==> src/rtl/pc_fetch_stage_pkg.sv <==
// Shared constants and types for the instruction fetch stage.
// Holds the default memory geometry, reset PC and MIPS instruction field widths.
package pc_fetch_stage_pkg;

  localparam int unsigned XLen             = 32;
  localparam int unsigned ImemBytesDefault = 56;
  localparam logic [31:0] ResetPcDefault   = 32'h0000_0000;

  localparam int unsigned OpcodeW  = 6;
  localparam int unsigned RegW     = 5;
  localparam int unsigned ImmW     = 16;
  localparam int unsigned JumpIdxW = 26;

  // Which next-state the fetch registers take this cycle.
  typedef enum logic [1:0] {
    SelSeq,
    SelStall,
    SelBranch,
    SelJump
  } pc_sel_e;

  // Word-align a redirect target and send anything outside memory back to 0.
  function automatic logic [XLen-1:0] clamp_addr(input logic [XLen-1:0] addr,
                                                 input logic [XLen-1:0] limit);
    logic [XLen-1:0] aligned;
    aligned = {addr[XLen-1:2], 2'b00};
    return (aligned >= limit) ? '0 : aligned;
  endfunction

endpackage

==> src/rtl/next_pc_sel.sv <==
// Combinational next-PC selection: sequential increment with wrap, jump/branch
// target generation and the redirect/stall priority decision.
module next_pc_sel
  import pc_fetch_stage_pkg::*;
#(
  parameter int unsigned IMEM_BYTES = ImemBytesDefault
) (
  input  logic [XLen-1:0]     pc_q,
  input  logic [XLen-1:0]     if_pc_plus4,
  input  logic                if_valid,
  input  logic                stall,
  input  logic                jump,
  input  logic [JumpIdxW-1:0] jump_index,
  input  logic                branch_taken,
  input  logic [ImmW-1:0]     branch_offset,
  output logic [XLen-1:0]     pc_plus4,
  output logic [XLen-1:0]     next_pc,
  output pc_sel_e             sel
);

  localparam logic [XLen-1:0] Limit = XLen'(IMEM_BYTES);

  logic [XLen-1:0] seq_pc;
  logic [XLen-1:0] br_disp;
  logic [XLen-1:0] jump_target;
  logic [XLen-1:0] branch_target;

  always_comb begin
    seq_pc   = pc_q + 32'd4;
    pc_plus4 = (seq_pc >= Limit) ? '0 : seq_pc;

    jump_target   = clamp_addr({if_pc_plus4[31:28], jump_index, 2'b00}, Limit);
    br_disp       = {{(XLen - ImmW - 2){branch_offset[ImmW-1]}}, branch_offset, 2'b00};
    branch_target = clamp_addr(if_pc_plus4 + br_disp, Limit);

    // Redirects come from the instruction in IF/ID, so only a valid one may steer.
    if (if_valid && jump) begin
      sel     = SelJump;
      next_pc = jump_target;
    end else if (if_valid && branch_taken) begin
      sel     = SelBranch;
      next_pc = branch_target;
    end else if (stall) begin
      sel     = SelStall;
      next_pc = pc_q;
    end else begin
      sel     = SelSeq;
      next_pc = pc_plus4;
    end
  end

endmodule

==> src/rtl/pc_fetch_stage.sv <==
// Instruction fetch stage: program counter plus the IF/ID pipeline register.
// PC depends only on pc_q; the instruction word only ever lands in IF/ID.
module pc_fetch_stage
  import pc_fetch_stage_pkg::*;
#(
  parameter int unsigned IMEM_BYTES = ImemBytesDefault,
  parameter logic [31:0] RESET_PC   = ResetPcDefault
) (
  input  logic                clk,
  input  logic                reset,
  output logic [31:0]         PC,
  input  logic [31:0]         Instruction_Code,
  input  logic                stall,
  input  logic                jump,
  input  logic [JumpIdxW-1:0] jump_index,
  input  logic                branch_taken,
  input  logic [ImmW-1:0]     branch_offset,
  output logic [31:0]         if_instr,
  output logic [31:0]         if_pc_plus4,
  output logic                if_valid
);

  logic [31:0] pc_q;
  logic [31:0] instr_q;
  logic [31:0] pc_plus4_q;
  logic        valid_q;

  logic [31:0] pc_plus4;
  logic [31:0] next_pc;
  pc_sel_e     sel;

  next_pc_sel #(
    .IMEM_BYTES (IMEM_BYTES)
  ) u_next_pc_sel (
    .pc_q          (pc_q),
    .if_pc_plus4   (pc_plus4_q),
    .if_valid      (valid_q),
    .stall         (stall),
    .jump          (jump),
    .jump_index    (jump_index),
    .branch_taken  (branch_taken),
    .branch_offset (branch_offset),
    .pc_plus4      (pc_plus4),
    .next_pc       (next_pc),
    .sel           (sel)
  );

  always_ff @(posedge clk or negedge reset) begin
    if (!reset) begin
      pc_q       <= RESET_PC;
      instr_q    <= '0;
      pc_plus4_q <= '0;
      valid_q    <= 1'b0;
    end else begin
      unique case (sel)
        // Redirect flushes the wrong-path fetch but keeps IF/ID contents.
        SelJump, SelBranch: begin
          pc_q    <= next_pc;
          valid_q <= 1'b0;
        end
        SelStall: begin
          pc_q <= pc_q;
        end
        SelSeq: begin
          pc_q       <= next_pc;
          instr_q    <= Instruction_Code;
          pc_plus4_q <= pc_plus4;
          valid_q    <= 1'b1;
        end
        default: begin
          pc_q <= pc_q;
        end
      endcase
    end
  end

  assign PC          = pc_q;
  assign if_instr    = instr_q;
  assign if_pc_plus4 = pc_plus4_q;
  assign if_valid    = valid_q;

endmodule

==> config.mk <==
export PLATFORM = sky130hd
export DESIGN_NAME = pc_fetch_stage
export DESIGN_NICKNAME = d
export VERILOG_FILES = /design/src/rtl/pc_fetch_stage_pkg.sv /design/src/rtl/next_pc_sel.sv /design/src/rtl/pc_fetch_stage.sv
export SDC_FILE = /design/constraint.sdc
export NUM_CORES = 1
export LEC_CHECK = 0
export ABC_AREA = 1
export CAP_MARGIN = 15
export CORE_ASPECT_RATIO = 1.75
export CORE_UTILIZATION = 40
export DETAILED_ROUTE_END_ITERATION = 7
export HOLD_SLACK_MARGIN = 0.1
export PLACE_DENSITY = 0.68
export SLEW_MARGIN = 20
export SYNTH_ARGS = -nofsm -noshare
export SYNTH_HDL_FRONTEND = slang
export SYNTH_SLANG_ARGS = --single-unit
==> constraint.sdc <==
create_clock -name clk -period 3.6 [get_ports clk]
set_input_delay 1.08 -clock clk [delete_from_list [all_inputs] [get_ports clk]]
set_output_delay 1.08 -clock clk [all_outputs]
set_load 0.01 [all_outputs]
==> flow_summary.ini <==
[power]
ir_drop_mv = 0.317
p_leak_uw = 0.00520
p_total_uw = 3960
powerDensity_nw_per_um2 = 415

[run_status]
status = completed

[timing]
worst_clock_skew_ns = 0.00870
hold_slack_ns = 0.471
min_period_ns = 3.34
setup_viol = 0
fmax_mhz = 299
worst_slew_pin_slew_ns = 0.575
final-max-slew-violation-count = 0
finalCritPeriodShare_pct = 92.9
hold_violations = 0
fin_ws_ns = 0.256
slew-limit-headroom_pct = 61.7
rsz0062_at_grt = no

[worst_setup_path]
critPathMaxStageDelay_ns = 0.43
r2r-start = if_pc_plus4[4]$_DFFE_PN0P_
r2r_slack_ns = 1.05
path_class = in2reg
crit_family = simple AND/OR/NAND/NOR gates
startpoint_type = primary input
crit_path_top_delay_cell = clkdlybuf4s50_1
cp_common_cell = nand2_1
arrival_ns = 3.64
cp_max_fo = 10
worstPathCellList = clkdlybuf4s50_1, buf_4, ha_1, nand2_1, nand2_1, o21bai_1, a21oi_1, nand4_1, nand2_1, nand2_1, nor2_1, nand3_2, nor3_1, nor2_1, nor2_1
cp-end-kind = flop
path_buf_inv = 2
reg2reg_to = PC[5]$_DFFE_PN0P_
critPathRequiredTime_ns = 3.89
reg2reg_depth = 16

[worst_hold_path]
hold_depth = 2
hp-start = if_instr[10]$_DFFE_PN0P_
min_to = if_instr[10]$_DFFE_PN0P_
hp-class = reg2reg

[drt]
drtIter0Drc = 249
finalWirelength_um = 21800
wl_per_cell_um = 14.0
drcViolationCount = 0
final_antenna_net_count = 0
avgViaCountPerCell = 4.74
dr.pass1.iters = 5
dr_total_vias = 7364

[floorplanning]
std_cell_rows = 63
fp.dieH_um = 176
die_width_um = 102
start_util_pct = 40.9
core_um2 = 16900
num_io_pins = 176
dieArea_um2 = 17900

[layout]
diodes = 0
instances_no_fill = 1553
final_nets = 1432
drive_above_1_share_pct = 6.33
syn2layout_area_growth_pct = 37.6
num-fill-cells = 1740
register_area_um2 = 2430
multi_input_area_um2 = 3750
final_core_util_pct = 56.3

[yosys]
synth_top_flop_cell = dfrtp_1
syn_area_um2 = 6940
ys_seq_elements = 97
ys_seq_area_share_pct = 35.0
synth_edf_count = 0
ys_top_cells_by_area = dfrtp_1 35%, nand2_1 25%, inv_1 10%
synth_top_area_share_pct = 35.0
synth_warnings = 0
syn-num-nets = 1215
yosysTopAreaCell = dfrtp_1
syn_inst = 1104
async_flop_share_pct = 100
synth.distinct_cells = 30
syn_area_per_cell_um2 = 6.28

[placed_design]
post-place-ws_ns = -0.154
place.gp.congestion = 0.978
dp_cells = 1537
hpwl_um = 17900
port_buffers = 175

[grt]
grt.overflow.total = 0
grt_antenna_before_repair = 0
grtUsageTotal_pct = 25.8
grt_use_met1_pct = 24.6
grt_pass1_vias = 7451
grtUsageMet3_pct = 4.55
use_met2_pct = 48.7
grt_pass1_wl_um = 35100
busiest_layer = met2
grt_max_degree = 43

[clock_tree]
cts.sinks = 97
htree_levels = 3
cts_tree = built
clk_pin_slew_worst_paths_ns = 0.07
clock_path_buffers = 2
numCtsBuffers = 9
clkLatencyLatePin_ns = 0.36
cts-root-buf = clkbuf_16
cts_setup_buffers = 0

[flow_run]
maxCapViolCount = 0
worst register-to-register path, stage by stage, from the launching register on:
cell,delay (ns)
dfrtp_1,0.41
ha_1,0.34
nand2_1,0.09
nand2_1,0.06
inv_1,0.07
nand2_1,0.09
nand3_1,0.11
nand3_1,0.22
nand2_1,0.16
nand2_1,0.06
nand2_1,0.06
nand2_1,0.08
nor2_1,0.13
nand4_1,0.20
nor3_1,0.24
nor2_1,0.06
nor2_1,0.09
area by class of cell:
| cell class | instances | share of cell area (%) |
|---|---|---|
| Multi-Input combinational cell | 801 | 39.4 |
| Clock buffer | 11 | 2.44 |
| Clock inverter | 5 | 0.407 |
| Inverter | 193 | 7.59 |
| Tap cell | 227 | 2.98 |
| Timing Repair Buffer | 219 | 21.8 |
| Sequential cell | 97 | 25.4 |
logic make-up after synthesis:
logic type	share of synthesized area [%]
simple gates	43.6
buf+inv	11.1
flops	35.0
compound gates	2.78
fa+ha+maj	5.88
xor+xnor	1.62
through the flow:
stage	cell area (um^2)	setup TNS, ns
after floorplan	6940	0
after global placement	9250	-0.149
after detailed placement	9250	-0.570
after CTS	9520	0
after global routing	9540	0
final	9540	0
power by group:
part | leakage [uW] | internal (uW) | switching, uW | total [uW]
combinational | 0.00378 | 724 | 839 | 1560
clock | 0.000131 | 476 | 460 | 936
sequential | 0.00129 | 1300 | 160 | 1460
layer usage:
layer  up-vias  share of wire, %  wire length (um)
met4         0               6.1              1320
met5         -                 0                 0
met2       191                54             11800
met3        70               4.3               926
met1      3314                36              7760
li1       3789                 -                 -
state kept, by name, summed over array words and instances, names as in the netlist:
register and cells:
if_valid 1, if_instr 32, PC 32, if_pc_plus4 32
cell usage in the layout, fill, tap and decap left out, types with 3 or more instances in the layout:
cell type,synthesis,layout
nand2_1,458,457
nand3_1,68,67
nor2_4,4,4
inv_6,0,3
clkbuf_16,0,9
nand4_1,22,22
dfrtp_1,97,97
nor3_1,10,8
buf_4,0,45
clkdlybuf4s50_1,0,174
xor2_1,11,11
a21oi_1,23,23
nand3b_1,7,7
inv_2,1,3
nor2_2,2,3
nand2_2,3,4
ha_1,31,31
nor4_1,6,6
and2_1,5,5
inv_1,192,190
o21ai_0,9,9
nor2_1,126,125
Yosys cell counts (all sizes together), types with 2 or more instances:
master / number
nor3: 10
nand3b: 7
nand4: 23
ha: 31
o21ai: 11
clkbuf: 13
a21oi: 23
nor2: 134
xor2: 12
nor4: 6
nand2: 463
and2: 5
and3: 2
dfrtp: 97
o21bai: 2
inv: 193
nand3: 69
repair_timing:
| item | in CTS | in global routing |
|---|---|---|
| resized for setup | 0 | 5 |
| hold buffers | 0 | 0 |
| endpoints found under the setup margin | 0 | 3 |
worst max-delay path by stage:
stage | depth (start not counted) | start | slack (ns) | endpoint
after floorplan | 18 | branch_offset[0] | 0.67 | PC[4]$_DFFE_PN0P_
after global placement | 17 | branch_offset[0] | -0.04 | PC[5]$_DFFE_PN0P_
after detailed placement | 19 | branch_offset[0] | -0.15 | PC[3]$_DFFE_PN0P_
after CTS | 19 | branch_offset[0] | 0.24 | PC[3]$_DFFE_PN0P_
after global routing | 19 | branch_offset[0] | 0.03 | PC[4]$_DFFE_PN0P_
final | 15 | branch_offset[15] | 0.26 | PC[5]$_DFFE_PN0P_
Power figures use the tool's default switching activity.
